`src/rtl/taus_seed_loader.sv`:
```
// ---------------------------------------------------------------------------
// taus_seed_loader
//
// Seeding front end for the Tausworthe uniform generator of the Box-Muller
// RNG. It collects three 32-bit seed words (s0, s1, s2) over a valid/ready
// stream and replaces any seed below the Tausworthe minimum with a default.
// It then strobes the generator's reset/seed-load input and keeps rng_ready
// low for WARMUP cycles, so the first, correlated outputs are never consumed.
//
// Ports
//   clk         in   1   system clock, all state on the rising edge
//   reset       in   1   synchronous, active-high reset
//   seed_valid  in   1   seed_data holds a word
//   seed_data   in   32  seed word, sent in the order s0, s1, s2
//   seed_ready  out  1   loader accepts a word this cycle
//   taus_rst    out  1   reset/seed-load strobe to the generator
//   taus_s0/1/2 out  32  validated seeds to the generator
//   seed_fixed  out  3   bit i set if seed si was replaced at the last load
//   rng_ready   out  1   generator output may be consumed
// ---------------------------------------------------------------------------
module taus_seed_loader #(
    parameter int          WARMUP     = 8,
    parameter logic [31:0] DEFAULT_S0 = 32'h0000_1234,
    parameter logic [31:0] DEFAULT_S1 = 32'h0000_5678,
    parameter logic [31:0] DEFAULT_S2 = 32'h0009_ABCD
) (
    input  logic        clk,
    input  logic        reset,
    input  logic        seed_valid,
    input  logic [31:0] seed_data,
    output logic        seed_ready,
    output logic        taus_rst,
    output logic [31:0] taus_s0,
    output logic [31:0] taus_s1,
    output logic [31:0] taus_s2,
    output logic [2:0]  seed_fixed,
    output logic        rng_ready
);

    localparam int WW = $clog2(WARMUP + 1);
    localparam logic [WW-1:0] WARM_ONE  = WW'(1);
    localparam logic [WW-1:0] WARM_LAST = WW'(WARMUP);

    typedef enum logic [2:0] {
        IDLE    = 3'd0,
        COLLECT = 3'd1,
        LOAD    = 3'd2,
        WARM    = 3'd3,
        READY   = 3'd4
    } state_t;

    state_t          state_q, state_d;
    logic [1:0]      word_cnt_q, word_cnt_d;
    logic [WW-1:0]   warm_cnt_q, warm_cnt_d;
    logic [31:0]     stage0_q, stage0_d;
    logic [31:0]     stage1_q, stage1_d;
    logic            seed_ready_q, seed_ready_d;
    logic            taus_rst_q, taus_rst_d;
    logic [31:0]     taus_s0_q, taus_s0_d;
    logic [31:0]     taus_s1_q, taus_s1_d;
    logic [31:0]     taus_s2_q, taus_s2_d;
    logic [2:0]      seed_fixed_q, seed_fixed_d;
    logic            rng_ready_q, rng_ready_d;

    logic            xfer;
    logic            bad0, bad1, bad2;

    // seed_ready is registered, so a transfer is decided by the flopped value.
    assign xfer = seed_valid & seed_ready_q;

    // Validation of the complete seed set; s2 is the word arriving right now.
    assign bad0 = (stage0_q  < 32'd2);
    assign bad1 = (stage1_q  < 32'd8);
    assign bad2 = (seed_data < 32'd16);

    always_comb begin
        state_d      = state_q;
        word_cnt_d   = word_cnt_q;
        warm_cnt_d   = warm_cnt_q;
        stage0_d     = stage0_q;
        stage1_d     = stage1_q;
        taus_rst_d   = taus_rst_q;
        taus_s0_d    = taus_s0_q;
        taus_s1_d    = taus_s1_q;
        taus_s2_d    = taus_s2_q;
        seed_fixed_d = seed_fixed_q;
        rng_ready_d  = rng_ready_q;

        case (state_q)
            IDLE: begin
                taus_rst_d = 1'b1;
                if (xfer) begin
                    state_d    = COLLECT;
                    word_cnt_d = 2'd1;
                    stage0_d   = seed_data;
                end
            end
            COLLECT: begin
                // taus_rst keeps its value: frozen when coming from IDLE,
                // running on the old seed when re-seeding from READY.
                if (xfer) begin
                    if (word_cnt_q == 2'd1) begin
                        stage1_d   = seed_data;
                        word_cnt_d = 2'd2;
                    end else begin
                        state_d      = LOAD;
                        word_cnt_d   = 2'd0;
                        taus_rst_d   = 1'b1;
                        taus_s0_d    = bad0 ? DEFAULT_S0 : stage0_q;
                        taus_s1_d    = bad1 ? DEFAULT_S1 : stage1_q;
                        taus_s2_d    = bad2 ? DEFAULT_S2 : seed_data;
                        seed_fixed_d = {bad2, bad1, bad0};
                    end
                end
            end
            LOAD: begin
                state_d    = WARM;
                warm_cnt_d = '0;
                taus_rst_d = 1'b0;
            end
            WARM: begin
                // The count reaches WARMUP on the edge that enters READY.
                warm_cnt_d = warm_cnt_q + WARM_ONE;
                if (warm_cnt_d == WARM_LAST) begin
                    state_d     = READY;
                    rng_ready_d = 1'b1;
                end
            end
            READY: begin
                if (xfer) begin
                    state_d     = COLLECT;
                    word_cnt_d  = 2'd1;
                    stage0_d    = seed_data;
                    rng_ready_d = 1'b0;
                end
            end
            default: begin
                state_d = IDLE;
            end
        endcase

        seed_ready_d = (state_d == IDLE) || (state_d == COLLECT) || (state_d == READY);
    end

    always_ff @(posedge clk) begin
        if (reset) begin
            state_q      <= IDLE;
            word_cnt_q   <= 2'd0;
            warm_cnt_q   <= '0;
            stage0_q     <= 32'd0;
            stage1_q     <= 32'd0;
            seed_ready_q <= 1'b1;
            taus_rst_q   <= 1'b1;
            taus_s0_q    <= DEFAULT_S0;
            taus_s1_q    <= DEFAULT_S1;
            taus_s2_q    <= DEFAULT_S2;
            seed_fixed_q <= 3'b000;
            rng_ready_q  <= 1'b0;
        end else begin
            state_q      <= state_d;
            word_cnt_q   <= word_cnt_d;
            warm_cnt_q   <= warm_cnt_d;
            stage0_q     <= stage0_d;
            stage1_q     <= stage1_d;
            seed_ready_q <= seed_ready_d;
            taus_rst_q   <= taus_rst_d;
            taus_s0_q    <= taus_s0_d;
            taus_s1_q    <= taus_s1_d;
            taus_s2_q    <= taus_s2_d;
            seed_fixed_q <= seed_fixed_d;
            rng_ready_q  <= rng_ready_d;
        end
    end

    assign seed_ready = seed_ready_q;
    assign taus_rst   = taus_rst_q;
    assign taus_s0    = taus_s0_q;
    assign taus_s1    = taus_s1_q;
    assign taus_s2    = taus_s2_q;
    assign seed_fixed = seed_fixed_q;
    assign rng_ready  = rng_ready_q;

endmodule
```
`config.mk`:
```
export PLATFORM = sky130hd
export DESIGN_NAME = taus_seed_loader
export DESIGN_NICKNAME = d
export VERILOG_FILES = /design/src/rtl/taus_seed_loader.sv
export SDC_FILE = /design/constraint.sdc
export NUM_CORES = 1
export LEC_CHECK = 0
export ABC_AREA = 1
export CAP_MARGIN = 5
export CORE_MARGIN = 3
export CORE_UTILIZATION = 55
export CTS_CLUSTER_DIAMETER = 200
export DETAILED_ROUTE_END_ITERATION = 7
export PLACE_DENSITY = 0.93
export REMOVE_ABC_BUFFERS = 1
export SLEW_MARGIN = 30
export SYNTH_ARGS = -nofsm -noshare
export SYNTH_HDL_FRONTEND = slang
export SYNTH_SLANG_ARGS = --single-unit
export TNS_END_PERCENT = 20
```
`constraint.sdc`:
```
create_clock -name clk -period 2.7 [get_ports clk]
set_input_delay 0.27 -clock clk [delete_from_list [all_inputs] [get_ports clk]]
set_output_delay 0.27 -clock clk [all_outputs]
set_load 0.1 [all_outputs]
```
==> results.sh, run 1 <==
export IMPL_grt_usage_pct=27.06
export IMPL_rsz0062_at_grt="no"
export IMPL_cts_root_buf="clkbuf_16"
export IMPL_ys_ff_latch=175
export IMPL_ys_seq_area_share_pct=53.25
export IMPL_critical_path_class="register to register"
export IMPL_dr_pass1_iters=6
export IMPL_switchingPower_w=0.002547
export IMPL_gp_congestion=0.8469
export IMPL_leakage_nw=3.416
export IMPL_numClockSinks=175
export IMPL_route_detailed_drc=0
export IMPL_finClkSkew_ns=0.009600
export IMPL_clockPowerShare_pct=35.4
export IMPL_crit_fanout=31
export IMPL_critPathCaptureType="register"
export IMPL_path_clk_slew_ns=0.06
export IMPL_ys_warn_count=0
export IMPL_initial_core_util_pct=56.89
export IMPL_io_buffers=136
export IMPL_power_frac_seq_pct=40.1
export IMPL_drt_total_wl_um=17950
export IMPL_final_area_mm2=0.008342
export IMPL_power_density_mw_per_mm2=889.7
export IMPL_min_path_cells=3
export IMPL_total_power_w=0.007422
export IMPL_clk_latency_ns=0.44
export IMPL_synth_cells=864
export IMPL_cts_resized=0
export IMPL_hold_slack_ns=0.3717
export IMPL_layout_nets=1016
export IMPL_worst_pin_slew_ns=0.9647
export IMPL_fillers=862
export IMPL_pwr_share_comb_pct=24.5
export IMPL_r2r_cells=8
export IMPL_die_y_um=115.4
export IMPL_crit_arrival_ns=2.28
export IMPL_relSlewSlack_pct=35.69
export IMPL_ant_nets=0
export IMPL_synth_area_mm2=0.006579
export IMPL_drv_cap=0
export IMPL_multi_input_area_mm2=0.002726
export IMPL_num_antenna_cells=0
export IMPL_cp_required_ns=3.00
export IMPL_synth_distinct_cells=25
export IMPL_post_route_period_util_pct=73.45
export IMPL_rows=39
export IMPL_ctsHtreeMaxLevel=4
export IMPL_critPathLaunchType="register"
export IMPL_cts_buffers=17
export IMPL_sw_frac_of_total_pct=34.32
export IMPL_drt_iter0_drc=645
export IMPL_grt_max_degree=83
export IMPL_irDropWorstVdd_v=0.0004962
export IMPL_die_area_mm2=0.01331
export IMPL_viasPerCell=5.432
export IMPL_postPlaceCellArea_mm2=0.007716
export IMPL_grt_overflow_total=0
export IMPL_drv_slew=0
export IMPL_grt_pass1_vias=5741
export IMPL_io_pins=137
export IMPL_cts_tree="yes"
export IMPL_grt_antenna_before_repair=0
export IMPL_regArea_mm2=0.003503
export IMPL_post_drt_wl_per_cell_um=15.82
export IMPL_setup_tns_ns=0
export IMPL_core_area_mm2=0.01156
export IMPL_intPower_w=0.004875
export IMPL_postCtsSetupBuffers=0
export IMPL_syn_to_final_growth_pct=26.80
export IMPL_grt_pass1_wl_um=28490
export IMPL_vias=6165
export IMPL_die_width_um=115.4
export IMPL_status="completed"
export IMPL_hpwl_um=11480
export IMPL_min_period_ns=1.983
export IMPL_reg2reg_setup_slack_ns=0.72
export IMPL_clock_path_buffers=2
export IMPL_finalHoldViolCount=0
export IMPL_syn_area_per_cell_um2=7.614
export IMPL_layout_drive_gt1_share_pct=18.45
export IMPL_holdBufCountCts=0
export IMPL_max_clock_freq_mhz=504.2
export IMPL_setup_violations=0
export IMPL_hp_class="input pin to register"
## worst paths after layout
check | to | start
max | taus_s0[9]$_SDFFE_PP1P_ | seed_ready$_SDFF_PP1_
max reg2reg | taus_s0[9]$_SDFFE_PP1P_ | seed_ready$_SDFF_PP1_
min | taus_s1[4]$_SDFFE_PP1P_ | reset
min reg2reg | taus_s1[21]$_SDFFE_PP0P_ | taus_s1[21]$_SDFFE_PP0P_
## Yosys cell counts
| library cell | n | area, um^2 |
|---|---|---|
| a211oi_1 | 3 | 22.52 |
| a21boi_0 | 5 | 37.54 |
| a21oi_1 | 75 | 375.4 |
| a21oi_2 | 10 | 87.58 |
| buf_1 | 5 | 18.77 |
| buf_2 | 17 | 85.08 |
| buf_4 | 1 | 7.510 |
| buf_6 | 8 | 90.09 |
| clkbuf_1 | 21 | 78.83 |
| dfxtp_1 | 175 | 3503 |
| ha_1 | 1 | 12.51 |
| inv_1 | 14 | 52.55 |
| inv_2 | 5 | 18.77 |
| nand2_1 | 184 | 690.7 |
| nand2_2 | 13 | 81.33 |
| nand3_1 | 20 | 100.1 |
| nand3_2 | 1 | 10.01 |
| nand4_1 | 11 | 68.82 |
| nor2_1 | 205 | 769.5 |
| nor2_4 | 1 | 11.26 |
| nor3_1 | 2 | 10.01 |
| o21ai_0 | 73 | 365.4 |
| o21ai_1 | 7 | 35.03 |
| or2_2 | 6 | 37.54 |
| xnor2_1 | 1 | 8.760 |
## through the flow
stage / utilization [%] / setup slack [ns] / cells
floorplan: - / -1.420 / 812
global placement: 66.72 / 0.5261 / 1104
detailed placement: 66.72 / 0.4455 / 1104
CTS: 72.13 / 0.7621 / 1135
global route: 72.13 / 0.5866 / 1135
finish: 72.13 / 0.7168 / 1135
## worst max-delay path, stage by stage, from the launching register on
cell and delay, ns:
dfxtp_1 0.35, nand2_1 0.15, inv_2 0.11, nand2_2 0.08, nor2_4 0.28, inv_2 0.28
buf_12 0.25, a21boi_0 0.22, nand2_1 0.10
## kinds of logic (layout without fill, tap and decap cells)
kind of cell	Yosys count	after routing	synth area share (%)
AO/OA/AOI/OAI	173	173	14.04
XOR/XNOR	1	1	0.1332
adder cells (fa/ha/maj)	1	1	0.1902
buffers and inverters	71	199	5.344
flip-flops	175	175	53.25
AND/OR/NAND/NOR	443	443	27.04
## flip-flops by register name (all words and copies together) (netlist names)
| name | count |
|---|---|
| warm_cnt_q | 4 |
| seed_ready | 1 |
| state_q | 3 |
| rng_ready | 1 |
| stage1_q | 32 |
| taus_rst | 1 |
| seed_fixed | 3 |
| taus_s0 | 32 |
| stage0_q | 32 |
| word_cnt_q | 2 |
| taus_s1 | 32 |
| taus_s2 | 32 |
## power groups by stage
stage | registers (W) | clock network [W] | logic, W
after floorplan | 0.00376 | 0 | 0.000545
after global placement | 0.00301 | 0 | 0.00177
after detailed placement | 0.00301 | 0 | 0.00180
after CTS | 0.00297 | 0.00263 | 0.00181
after global routing | 0.00299 | 0.00275 | 0.00194
final | 0.00297 | 0.00263 | 0.00182
## per-layer routing
layer | vias up | wire (um) | track usage [%]
met5 | - | 0 | 0
met4 | 0 | 581 | 12.44
met3 | 55 | 1057 | 5.684
met2 | 243 | 8457 | 43.09
met1 | 2861 | 7855 | 35.37
li1 | 3006 | - | -
## cell usage in the layout, fill, tap and decap left out, drive strengths merged
cell type,netlist,layout
clkbuf,21,19
ha,1,1
nand4,11,11
nand2,197,197
nor3,2,2
a211oi,3,3
inv,19,19
clkinvlp,0,3
buf,31,116
bufinv,0,5
clkinv,0,4
or2,6,6
clkdlybuf4s50,0,33
nor2,206,206
o21ai,80,80
dfxtp,175,175
a21boi,5,5
xnor2,1,1
a21oi,85,85
nand3,21,21
## final cells by class
class / count / area share (%)
Tap cell: 143 / 2.145
Clock buffer: 19 / 5.190
Timing Repair Buffer: 149 / 14.82
Sequential cell: 175 / 42.00
Multi-Input combinational cell: 618 / 32.68
Inverter: 19 / 0.8550
Clock inverter: 12 / 2.310
No activity file was read; power rests on OpenSTA's default activity.
==> inputs of run 2 (changes only) <==
--- a/config.mk
+++ b/config.mk
@@ -8,10 +8,10 @@
 export ABC_AREA = 1
 export CAP_MARGIN = 5
 export CORE_MARGIN = 3
-export CORE_UTILIZATION = 55
+export CORE_UTILIZATION = 46
 export CTS_CLUSTER_DIAMETER = 200
 export DETAILED_ROUTE_END_ITERATION = 7
-export PLACE_DENSITY = 0.93
+export PLACE_DENSITY = 0.84
 export REMOVE_ABC_BUFFERS = 1
 export SLEW_MARGIN = 30
 export SYNTH_ARGS = -nofsm -noshare
==> constraint.sdc (replaced) <==
create_clock -name clk -period 1.7 [get_ports clk]
set_input_delay 0.17 -clock clk [delete_from_list [all_inputs] [get_ports clk]]
set_output_delay 0.17 -clock clk [all_outputs]
set_load 0.1 [all_outputs]
==> run 2 against run 1 <==
Clock-buffer cell count unchanged. Sequential share of layout area is 2.4 points lower. Critical path depth is the same. Sequential power grew 59%. Largest cell class unchanged. Core utilization down 8.7 points. Worst setup slack worse by 0.52 ns. Highest routed layer unchanged.
==> results.sh, run 2 (synthesized netlist as in run 1, its figures left out) <==
export IMPL_status="completed"
export IMPL_grt_max_degree=43
export IMPL_grt_pass1_vias=5999
export IMPL_layout_drive_gt1_share_pct=22.23
export IMPL_critical_path_class="register to register"
export IMPL_final_cell_mix="nor2_1, nand2_1, dfxtp_1"
export IMPL_clk_latency_ns=0.43
export IMPL_die_y_um=125.6
export IMPL_syn_to_final_growth_pct=34.33
export IMPL_crit_chain="inv_2 > nand3_2 > nor2_4 > buf_4 > buf_4 > nand2_1 > a21boi_0 > nand2_1"
export IMPL_grt_antenna_before_repair=0
export IMPL_setup_violations=0
export IMPL_grt_usage_pct=23.35
export IMPL_min_period_ns=1.501
export IMPL_core_area_mm2=0.01393
export IMPL_fin_util_pct=63.42
export IMPL_numClockSinks=175
export IMPL_max_clock_freq_mhz=666.3
export IMPL_ctsHtreeMaxLevel=4
export IMPL_die_area_mm2=0.01577
export IMPL_grt_overflow_total=0
export IMPL_cts_buffers=17
export IMPL_critPathCaptureType="register"
export IMPL_rows=43
export IMPL_hp_class="input pin to register"
export IMPL_crit_arrival_ns=1.81
export IMPL_crit_fanout=12
export IMPL_cpMaxStageDelayCell="dfxtp_1"
export IMPL_io_buffers=136
export IMPL_viasPerCell=5.178
export IMPL_gp_congestion=0.8428
export IMPL_postCtsSetupBuffers=0
export IMPL_clockPowerShare_pct=34.7
export IMPL_total_power_w=0.01193
export IMPL_power_density_mw_per_mm2=1350
export IMPL_post_route_period_util_pct=88.28
export IMPL_critPathLaunchType="register"
export IMPL_irDropWorstVdd_v=0.0007729
export IMPL_relSlewSlack_pct=74.06
export IMPL_drt_total_wl_um=18400
export IMPL_clock_path_buffers=2
export IMPL_path_clk_slew_ns=0.06
export IMPL_rsz0062_at_grt="no"
export IMPL_pwr_share_comb_pct=25.6
export IMPL_cp_required_ns=2.01
export IMPL_route_detailed_drc=0
export IMPL_switchingPower_w=0.004130
export IMPL_io_pins=137
export IMPL_dr_pass1_iters=6
export IMPL_finClkSkew_ns=0.007063
export IMPL_post_drt_wl_per_cell_um=15.09
export IMPL_cts_resized=0
export IMPL_finalHoldViolCount=0
export IMPL_cts_root_buf="clkbuf_16"
export IMPL_power_frac_seq_pct=39.6
export IMPL_final_common_cell="nor2_1"
export IMPL_drv_cap=0
export IMPL_sw_frac_of_total_pct=34.61
export IMPL_initial_core_util_pct=47.21
export IMPL_worst_pin_slew_ns=0.3891
export IMPL_intPower_w=0.007804
export IMPL_ant_nets=0
export IMPL_vias=6312
export IMPL_die_width_um=125.6
export IMPL_num_antenna_cells=0
export IMPL_leakage_nw=3.669
export IMPL_grt_pass1_wl_um=30070
export IMPL_hpwl_um=12880
export IMPL_layout_nets=1062
export IMPL_holdBufCountCts=0
export IMPL_cts_tree="yes"
export IMPL_slowest_delay_ns=0.43
export IMPL_drt_iter0_drc=586
export IMPL_drv_slew=0
==> run 2: cell types whose count changed in the layout (fill, tap and decap cells not counted), sizes merged <==
cell,change
inv,+1
bufinv,-1
buf,+46
clkinvlp,+1
==> run 2: power groups by stage <==
stage,Clock [W],Sequential [W],Combinational [W]
final,0.00415,0.00473,0.00306
after detailed placement,0,0.00480,0.00303
after global routing,0.00434,0.00477,0.00326
after floorplan,0,0.00597,0.000865
after global placement,0,0.00480,0.00299
after CTS,0.00418,0.00472,0.00305
==> run 2: worst paths after layout <==
check                                               from                  endpoint  slack [ns]  depth (start not counted)
worst min register to register  taus_s1[24]$_SDFFE_PP0P_  taus_s1[24]$_SDFFE_PP0P_        0.46                          2
worst max register to register     state_q[1]$_SDFF_PP0_   taus_s0[2]$_SDFFE_PP1P_        0.20                          8
worst max-delay path               state_q[1]$_SDFF_PP0_   taus_s0[2]$_SDFFE_PP1P_        0.20                          8
worst min-delay path                               reset  taus_s2[10]$_SDFFE_PP0P_        0.06                          2
==> run 2: per-stage QoR <==
step           setup TNS (ns)  hold slack, ns  cells  setup WS [ns]  cell area (um^2)
2_1_floorplan         -272.73          0.2324    812         -2.420              6299
3_3_place_gp                0          0.4475   1187        0.01334              8208
3_5_place_dp         -0.06633          0.4536   1187       -0.01129              8208
4_1_cts                     0         0.04465   1219         0.2053              8837
5_1_grt                     0         0.05888   1219        0.02930              8837
6_report                    0         0.05719   1219         0.1992              8837
==> run 2: layout make-up <==
cell class	count	area (um^2)
fill	1140	5097
sequential	175	3503
multi-input combinational	618	2726
timing repair buffer	195	1682
clock buffer	19	442.9
tap	180	225.2
clock inverter	13	186.4
inverter	19	71.32
==> run 2: metal layers <==
layer  wire length, um  vias to the layer above  GRT usage (%)  share of wire (%)
met5                 0                        -              0                  0
met4               775                        0          11.29                4.2
met3              1106                       64          5.425                6.0
met2              8561                      249          37.00                 47
met1              7956                     2895          30.10                 43
li1                  -                     3104              -                  -
==> run 2: worst max-delay path, delay by kind of cell, from the launching register on <==
kind | cells | cell delay [ns]
simple gates | 4 | 0.28
compound gates | 1 | 0.24
buf+inv | 3 | 0.42
flops | 1 | 0.43
